[src/rtl/branch_resolve_ctrl.sv]
// Branch resolution controller for the ID stage: NZCV register, condition
// evaluation, flag-hazard stall/forward, PC-select/flush and branch stats.
module branch_resolve_ctrl #(
    parameter bit FWD_CC = 1'b1,
    parameter int CNT_W  = 16
) (
    input  logic             clk,
    input  logic             rst_n,
    input  logic             hold,
    input  logic             id_b,
    input  logic [3:0]       id_cond,
    input  logic             ex_valid,
    input  logic             ex_s,
    input  logic [3:0]       alu_cc,
    output logic [3:0]       cc_q,
    output logic             take,
    output logic             flush_if,
    output logic             stall,
    output logic [CNT_W-1:0] taken_cnt,
    output logic [CNT_W-1:0] not_taken_cnt,
    output logic [CNT_W-1:0] stall_cnt
);

    typedef enum logic [1:0] {
        RUN     = 2'd0,
        CC_WAIT = 2'd1,
        SQUASH  = 2'd2
    } state_t;

    localparam logic [CNT_W-1:0] CNT_MAX = '1;
    localparam logic [CNT_W-1:0] CNT_ONE = {{(CNT_W-1){1'b0}}, 1'b1};

    state_t           r_state;
    state_t           w_next;
    logic [3:0]       r_cc;
    logic [CNT_W-1:0] r_taken;
    logic [CNT_W-1:0] r_not_taken;
    logic [CNT_W-1:0] r_stall;

    logic             w_hazard;
    logic             w_t;
    logic             w_take;
    logic             w_stall;
    logic             w_nt;

    function automatic logic f_cond(input logic [3:0] code,
                                    input logic [3:0] cc);
        logic n;
        logic z;
        logic c;
        logic v;
        n = cc[3];
        z = cc[2];
        c = cc[1];
        v = cc[0];
        case (code)
            4'd0:    f_cond = z;
            4'd1:    f_cond = !z;
            4'd2:    f_cond = c;
            4'd3:    f_cond = !c;
            4'd4:    f_cond = n;
            4'd5:    f_cond = !n;
            4'd6:    f_cond = v;
            4'd7:    f_cond = !v;
            4'd8:    f_cond = c & !z;
            4'd9:    f_cond = !c | z;
            4'd10:   f_cond = (n == v);
            4'd11:   f_cond = (n != v);
            4'd12:   f_cond = !z & (n == v);
            4'd13:   f_cond = z | (n != v);
            4'd14:   f_cond = 1'b1;
            default: f_cond = 1'b0;
        endcase
    endfunction

    assign w_hazard = ex_valid & ex_s;

    always_ff @(posedge clk or negedge rst_n) begin
        if (!rst_n) begin
            r_state <= RUN;
        end else if (!hold) begin
            r_state <= w_next;
        end
    end

    always_comb begin
        w_next  = r_state;
        w_t     = 1'b0;
        w_take  = 1'b0;
        w_stall = 1'b0;
        w_nt    = 1'b0;
        case (r_state)
            RUN: begin
                if (id_b) begin
                    if (w_hazard && !FWD_CC) begin
                        w_stall = 1'b1;
                        w_next  = CC_WAIT;
                    end else begin
                        w_t    = f_cond(id_cond, w_hazard ? alu_cc : r_cc);
                        w_take = w_t;
                        w_nt   = !w_t;
                        w_next = w_t ? SQUASH : RUN;
                    end
                end
            end
            CC_WAIT: begin
                // Flags from the stalled-on instruction were latched last edge
                w_t    = f_cond(id_cond, r_cc);
                w_take = w_t;
                w_nt   = !w_t;
                w_next = w_t ? SQUASH : RUN;
            end
            SQUASH: begin
                w_next = RUN;
            end
            default: begin
                w_next = RUN;
            end
        endcase
        if (hold) begin
            w_next  = r_state;
            w_take  = 1'b0;
            w_stall = 1'b0;
            w_nt    = 1'b0;
        end
    end

    assign take     = w_take & rst_n;
    assign flush_if = w_take & rst_n;
    assign stall    = w_stall & rst_n;

    always_ff @(posedge clk or negedge rst_n) begin
        if (!rst_n) begin
            r_cc <= 4'b0000;
        end else if (w_hazard && !hold) begin
            r_cc <= alu_cc;
        end
    end

    // Counter enables are already hold-gated; counters stick at all-ones
    always_ff @(posedge clk or negedge rst_n) begin
        if (!rst_n) begin
            r_taken     <= '0;
            r_not_taken <= '0;
            r_stall     <= '0;
        end else begin
            if (w_take && r_taken != CNT_MAX) begin
                r_taken <= r_taken + CNT_ONE;
            end
            if (w_nt && r_not_taken != CNT_MAX) begin
                r_not_taken <= r_not_taken + CNT_ONE;
            end
            if (w_stall && r_stall != CNT_MAX) begin
                r_stall <= r_stall + CNT_ONE;
            end
        end
    end

    assign cc_q          = r_cc;
    assign taken_cnt     = r_taken;
    assign not_taken_cnt = r_not_taken;
    assign stall_cnt     = r_stall;

endmodule

[config.mk]
export PLATFORM = sky130hd
export DESIGN_NAME = branch_resolve_ctrl
export DESIGN_NICKNAME = d
export VERILOG_FILES = /design/src/rtl/branch_resolve_ctrl.sv
export SDC_FILE = /design/constraint.sdc
export NUM_CORES = 1
export LEC_CHECK = 0
export BUFFER_PORTS_ARGS = -buffer_cell sky130_fd_sc_hd__buf_2
export CORE_ASPECT_RATIO = 1.75
export CORE_MARGIN = 1.5
export CORE_UTILIZATION = 40
export DETAILED_ROUTE_END_ITERATION = 12
export PLACE_DENSITY = 0.66
export SLEW_MARGIN = 40
export SYNTH_ARGS = -nofsm -noshare
export SYNTH_HDL_FRONTEND = slang
export SYNTH_SLANG_ARGS = --single-unit
[constraint.sdc]
create_clock -name clk -period 2.6 [get_ports clk]
set_input_delay 0.52 -clock clk [delete_from_list [all_inputs] [get_ports clk]]
set_output_delay 0.52 -clock clk [all_outputs]
set_load 0.01 [all_outputs]
=== Yosys cells after proc, flatten, opt, wreduce, memory -nomap -nowiden ===
Cells that the tools add are included.

* Reduce and logical (&&, ||, !) cells: 17
* Equality and inequality tests: 22
* Muxes and demuxes: 16
* Add/subtract/negate cells: 2
* Bitwise gates (word level): 11

{| class="wikitable"
|+ Operator list
! cell !! number
|-
| adder 16 x 1 -> 16 bit, second input constant || 2
|-
| != test 16 bit, second input constant || 2
|-
| one-hot mux 1 bit (15 select lines) || 2
|-
| == test 4 bit, second input constant || 7
|-
| == test 4 x 3 -> 1 bit, second input constant || 4
|-
| zero test 1 bit || 11
|-
| == test 4 x 2 -> 1 bit, second input constant || 2
|-
| 2-to-1 mux 1 bit || 7
|-
| bitwise AND 1 bit || 6
|-
| 2-to-1 mux 2 bit || 3
|-
| == test 4 x 1 -> 1 bit, second input constant || 1
|-
| zero test 4 bit || 1
|-
| 2-to-1 mux 4 bit || 1
|-
| OR 1 bit || 4
|-
| one-hot mux 1 bit (2 select lines) || 2
|-
| one-hot mux 2 bit (2 select lines) || 1
|-
| logical AND 1 bit || 3
|-
| == test 1 bit || 2
|-
| == test 2 x 1 -> 1 bit, second input constant || 1
|-
| zero test 2 bit || 1
|-
| != test 1 bit || 2
|-
| != test 2 bit, second input constant || 1
|-
| AND reduction 2 bit || 1
|-
| NOT 1 bit || 1
|}

* Register bits after elaboration: 38
* Logic and storage cells: 72
* Input bits: 14

=== Depth between registers and ports, before layout ===
* Word-level depth: 12
* Gate-level depth with buffers: 9
* Mapped depth without buffers: 9

=== Worst setup path before layout ===
No wires, ideal clock.

* Path type: input to output
* From: input port alu_cc[3]
* To: output port take
* Arrival: 2.053 ns
* Setup slack: 0.027 ns
* Stages on the path: 8
* Path buffers: 1
* Cells stage by stage: and3_1 > a211oi_2 > a2111oi_2 > a2111oi_1 > o211a_4 > nor2_1 > and2_1 > buf_4

* Word-level cells in the longest chain between the ends: 10

{| class="wikitable"
|+ RTL lines
! what !! RTL line !! text
|-
| start, declared || 14 || <nowiki>input logic [3:0] alu_cc,</nowiki>
|-
| 2-to-1 mux 4 bit * || 99 || <nowiki>w_t = f_cond(id_cond, w_hazard ? alu_cc : r_cc);</nowiki>
|-
| != test 1 bit or == test 1 bit (tied branches) || - ||
|-
| OR 1 bit or bitwise AND 1 bit (tied branches) || 70, 69 ||
|-
| one-hot mux 1 bit (15 select lines) * || 56 || <nowiki>case (code)</nowiki>
|-
| 2-to-1 mux 1 bit * || 94 || <nowiki>if (id_b) begin</nowiki>
|-
| 2-to-1 mux 1 bit * || 92 || <nowiki>case (r_state)</nowiki>
|-
| 2-to-1 mux 1 bit * || 94 ||
|-
| one-hot mux 1 bit (2 select lines) * || 92 ||
|-
| 2-to-1 mux 1 bit * || 120 || <nowiki>if (hold) begin</nowiki>
|-
| bitwise AND 1 bit * || - ||
|-
| end, declared || 16 || <nowiki>output logic take,</nowiki>
|}

Mark *: on every way between the ends. The rest lies on a longest branch, timed or not. The select of a mux whose other input is x is not followed.

=== Worst setup path in the final report ===
* From: input port ex_valid
* To: output port flush_if

* Word-level cells in the longest chain between the ends: 11

{| class="wikitable"
|+ RTL lines
! what !! RTL line !! text
|-
| start, declared || 12 || <nowiki>input logic ex_valid,</nowiki>
|-
| bitwise AND 1 bit * || 76 || <nowiki>assign w_hazard = ex_valid & ex_s;</nowiki>
|-
| 2-to-1 mux 4 bit * || 99 ||
|-
| != test 1 bit, or another cell as far along || 68, 70 ||
|-
| OR 1 bit, or another cell as far along || 70 || <nowiki>4'd13: f_cond = z | (n != v);</nowiki>
|-
| one-hot mux 1 bit (15 select lines) * || 56 ||
|-
| 2-to-1 mux 1 bit * || 94 ||
|-
| 2-to-1 mux 1 bit * || 92 ||
|-
| 2-to-1 mux 1 bit * || 94 ||
|-
| one-hot mux 1 bit (2 select lines) * || 92 ||
|-
| 2-to-1 mux 1 bit * || 120 ||
|-
| bitwise AND 1 bit * || 129 || <nowiki>assign flush_if = w_take & rst_n;</nowiki>
|-
| end, declared || 17 || <nowiki>output logic flush_if,</nowiki>
|}

Marks and branches as above.

==> impl_results.md <==
- Result of the run: complete, but fails checks
- Violated checks: negative setup slack
- Worst slew slack as a fraction of its limit: 0.481
- Critical path's largest stage delay: 380 ps
- Min cycle time layout: 2610 ps
- Max Transition Viols Final: 0
- Yosys warning count: 0
- Cell mode on critical path: a2111oi_2
- CTS root buffer: clkbuf_8
- Data required, critical path: 2080 ps
- Peak clock frequency supported by timing: 383 MHz
- Placement Rows: 35
- Adder-cell area share of the yosys netlist: 0.0114
- Area of the mapped netlist: 2190 um^2
- Final setup slack of the worst path: -11.9 ps
- Part of the Yosys area used for sequential elements: 0.422
- Post-Place Setup Slack: -199 ps
- Via count of the routed design: 1,769
- Standby leakage power: 1.37 nW
- TritonCTS clock tree: yes
- Maximum net fanout on the critical path: 6
- Overall power: 1.62 mW
- Total Neg Setup Slack: -23.5 ps
- Post-synthesis mux area share: 0.0536
- Critical Path Slowest Stage Cell: a2111oi_2
- RePlAce Congestion: 0.837
- Effective utilization at floorplan: 0.418
- Post-synthesis xor/xnor area fraction: 0.123
- Total clock buffers created by CTS: 5
- First-pass GRT wire length: 7510 um
- Area contributors post-synth: dfrtp_1 (42%), buf_4 (6.2%), xnor2_1 (6.0%)
- Layout cell share with drive strength beyond 1: 0.344
- Hold Crit Class: in -> async
- Ports placed on the boundary: 69
- Type of origin of the critical path: input port
- Via count of the first global-routing pass: 1,683
- Simple-Gate Fraction of Synth Area: 0.239
- Fin Hold WS: 324 ps
- Count of endpoints failing hold in the final timing report: 0
- Compound-cell area share of the yosys netlist: 0.0644
- Final setup vio count: 2
- Startpoint-to-endpoint class of the critical path: in -> out
- IR Drop Worst-Case VDD: 0.449 mV
- Leading cell type by number of instances after synthesis: dfrtp_1
- Critical path capture point type: output pin
- Iteration-0 DRC count of the detailed router: 33
- Share of Yosys cell area claimed by the top area cell type: 0.422
- DR WL/cell: 13.9 um
- RSZ-0062 raised after global routing: true
- Mean cell area of the mapped netlist: 10.1 um^2
- Cell taking the most area after synthesis: dfrtp_1
- FFs w/ async S/R, synth: 1.00
- Cell chain of the critical path: buf_2 -> and3_1 -> a21oi_1 -> a2111oi_2 -> a2111oi_2 -> o211a_4 -> nor2_2 -> and2_4 -> buf_6
- Clk sinks: 37
- Number of distinct library cells after synthesis: 52
- Overall die height: 101 um
- Cells after synthesis: 217
- Final design area excluding fillers: 2680 um^2
- Layout Nets: 300
- Placed cell count: 330
- Detailed Route WL: 4710 um
- Average via count per standard cell: 5.20
- Cell area after placement: 2530 um^2
- Number of diodes: 0
- Max H-tree Level: 2
- Final HPWL from detailed placement: 3530 um
- Tot GR Track Use: 0.164
- Insertion delay of the later-clocked pin in the worst-skew pair: 290 ps
- Most frequent cells after synthesis: dfrtp_1 (37), nand2_1 (21), buf_4 (18), xnor2_1 (15)
- I/O Buffers: 51
- Detail Route Antenna Nets: 0
- Register clock-pin slew on the reported worst setup and hold paths: 80 ps
- Depth of the worst register-to-register path: 10
- Pin count of the biggest net entering global routing: 38
- Setup skew after layout: 7.14 ps
- Post-route clock period utilization: 1.00
- Placeable core region: 5260 um^2
- Number of buffers on the longest clock path: 2
- Die Area: 5960 um^2
- Number of non-filler instances in the completed layout: 340
- Post-synth top flop: dfrtp_1
- FF+latch count, synth: 37
- Syn-to-layout area delta: 22.1%
- Number of max-capacitance violations reported: 0
- Data arrival time of the critical path: 2090 ps
- Dominant combinational cell family by area after synthesis: simple AND/OR/NAND/NOR gates
- Number of antenna violations at the first check in global routing: 0
- Core occupancy in the finished layout: 0.510
- Horizontal extent of the die: 59.0 um
- Worst slew pin tran: 772 ps
- Drc violations: 0
- Number of enable flip-flop cells after synthesis: 0
- Grt total ovfl: 0
- Areal power density over the cells: 603 nW/um^2
- Router iterations before antenna repair: 4
[logic make-up after synthesis]
| group | Yosys count |
|---|---|
| and+or+nand+nor | 90 |
| DFF | 37 |
| xor gates and xnor gates | 30 |
| buffers and inverters | 29 |
| AOI/OAI and AO/OA | 17 |
| muxes | 11 |
| adders and majority gates | 2 |
| other | 1 |
[layout by cell type, fill, tap and decap left out, drive strengths merged, types with 2 or more instances in the layout]
cell type,instances
xor2,14
a211oi,2
a2111oi,2
nor4,3
buf,67
clkinv,2
dfrtp,37
inv,6
a21oi,4
nand2,22
or2,3
nand4,9
ha,2
and4,3
xnor2,16
nor3,7
clkbuf,6
mux2i,5
and2,4
nand3,9
conb,17
nor2,14
mux2,6
and3,7
[layer usage]
metal	vias up	GRT usage	wire length, um	part of all wire
li1	855	-	-	-
met5	-	0	0	0
met4	0	0.0647	92	0.020
met1	859	0.196	1870	0.40
met3	7	0.0359	218	0.046
met2	48	0.279	2530	0.54
[timing repair]
item / 4_1_cts / 5_1_grt
pin swaps: 9 / 0
setup endpoints to repair: 2 / 7
gates resized for setup: 4 / 7
hold buffers: 0 / 0
setup buffers: 2 / 0
[worst max-delay path: cells and delay by family]
family / cells / cell delay, ps
compound gates: 4 / 970
simple gates: 3 / 370
buf+inv: 2 / 240
[power by group]
part	switching [mW]	total, mW	internal (mW)
Combinational	0.243	0.463	0.220
Clock	0.205	0.391	0.186
Sequential	0.0998	0.762	0.662
[final cells by class]
cell class / instances / area, um^2
Inverter: 6 / 22.5
Fill cell: 538 / 2570
Multi-Input combinational cell: 167 / 1180
Sequential cell: 37 / 926
Tap cell: 55 / 68.8
Clock buffer: 6 / 72.6
Clock inverter: 2 / 10.0
Timing Repair Buffer: 67 / 400
[worst paths after layout]
path                       startpoint  slack [ps]                end
hold / removal                  rst_n         320  not_taken_cnt[13]
min in group clk                 hold         470         r_state[1]
setup reg to reg              cc_q[3]          30       taken_cnt[5]
max in group asynchronous       rst_n        1940       taken_cnt[4]
hold reg to reg            r_state[1]         490         r_state[1]
setup / recovery             ex_valid         -10           flush_if
[sequential cells by signal, summed over array words and instances, names as in the netlist]
register and cells:
cc_q 4, not_taken_cnt 16, r_state 1, taken_cnt 16
(Power assumes the default switching activity.)
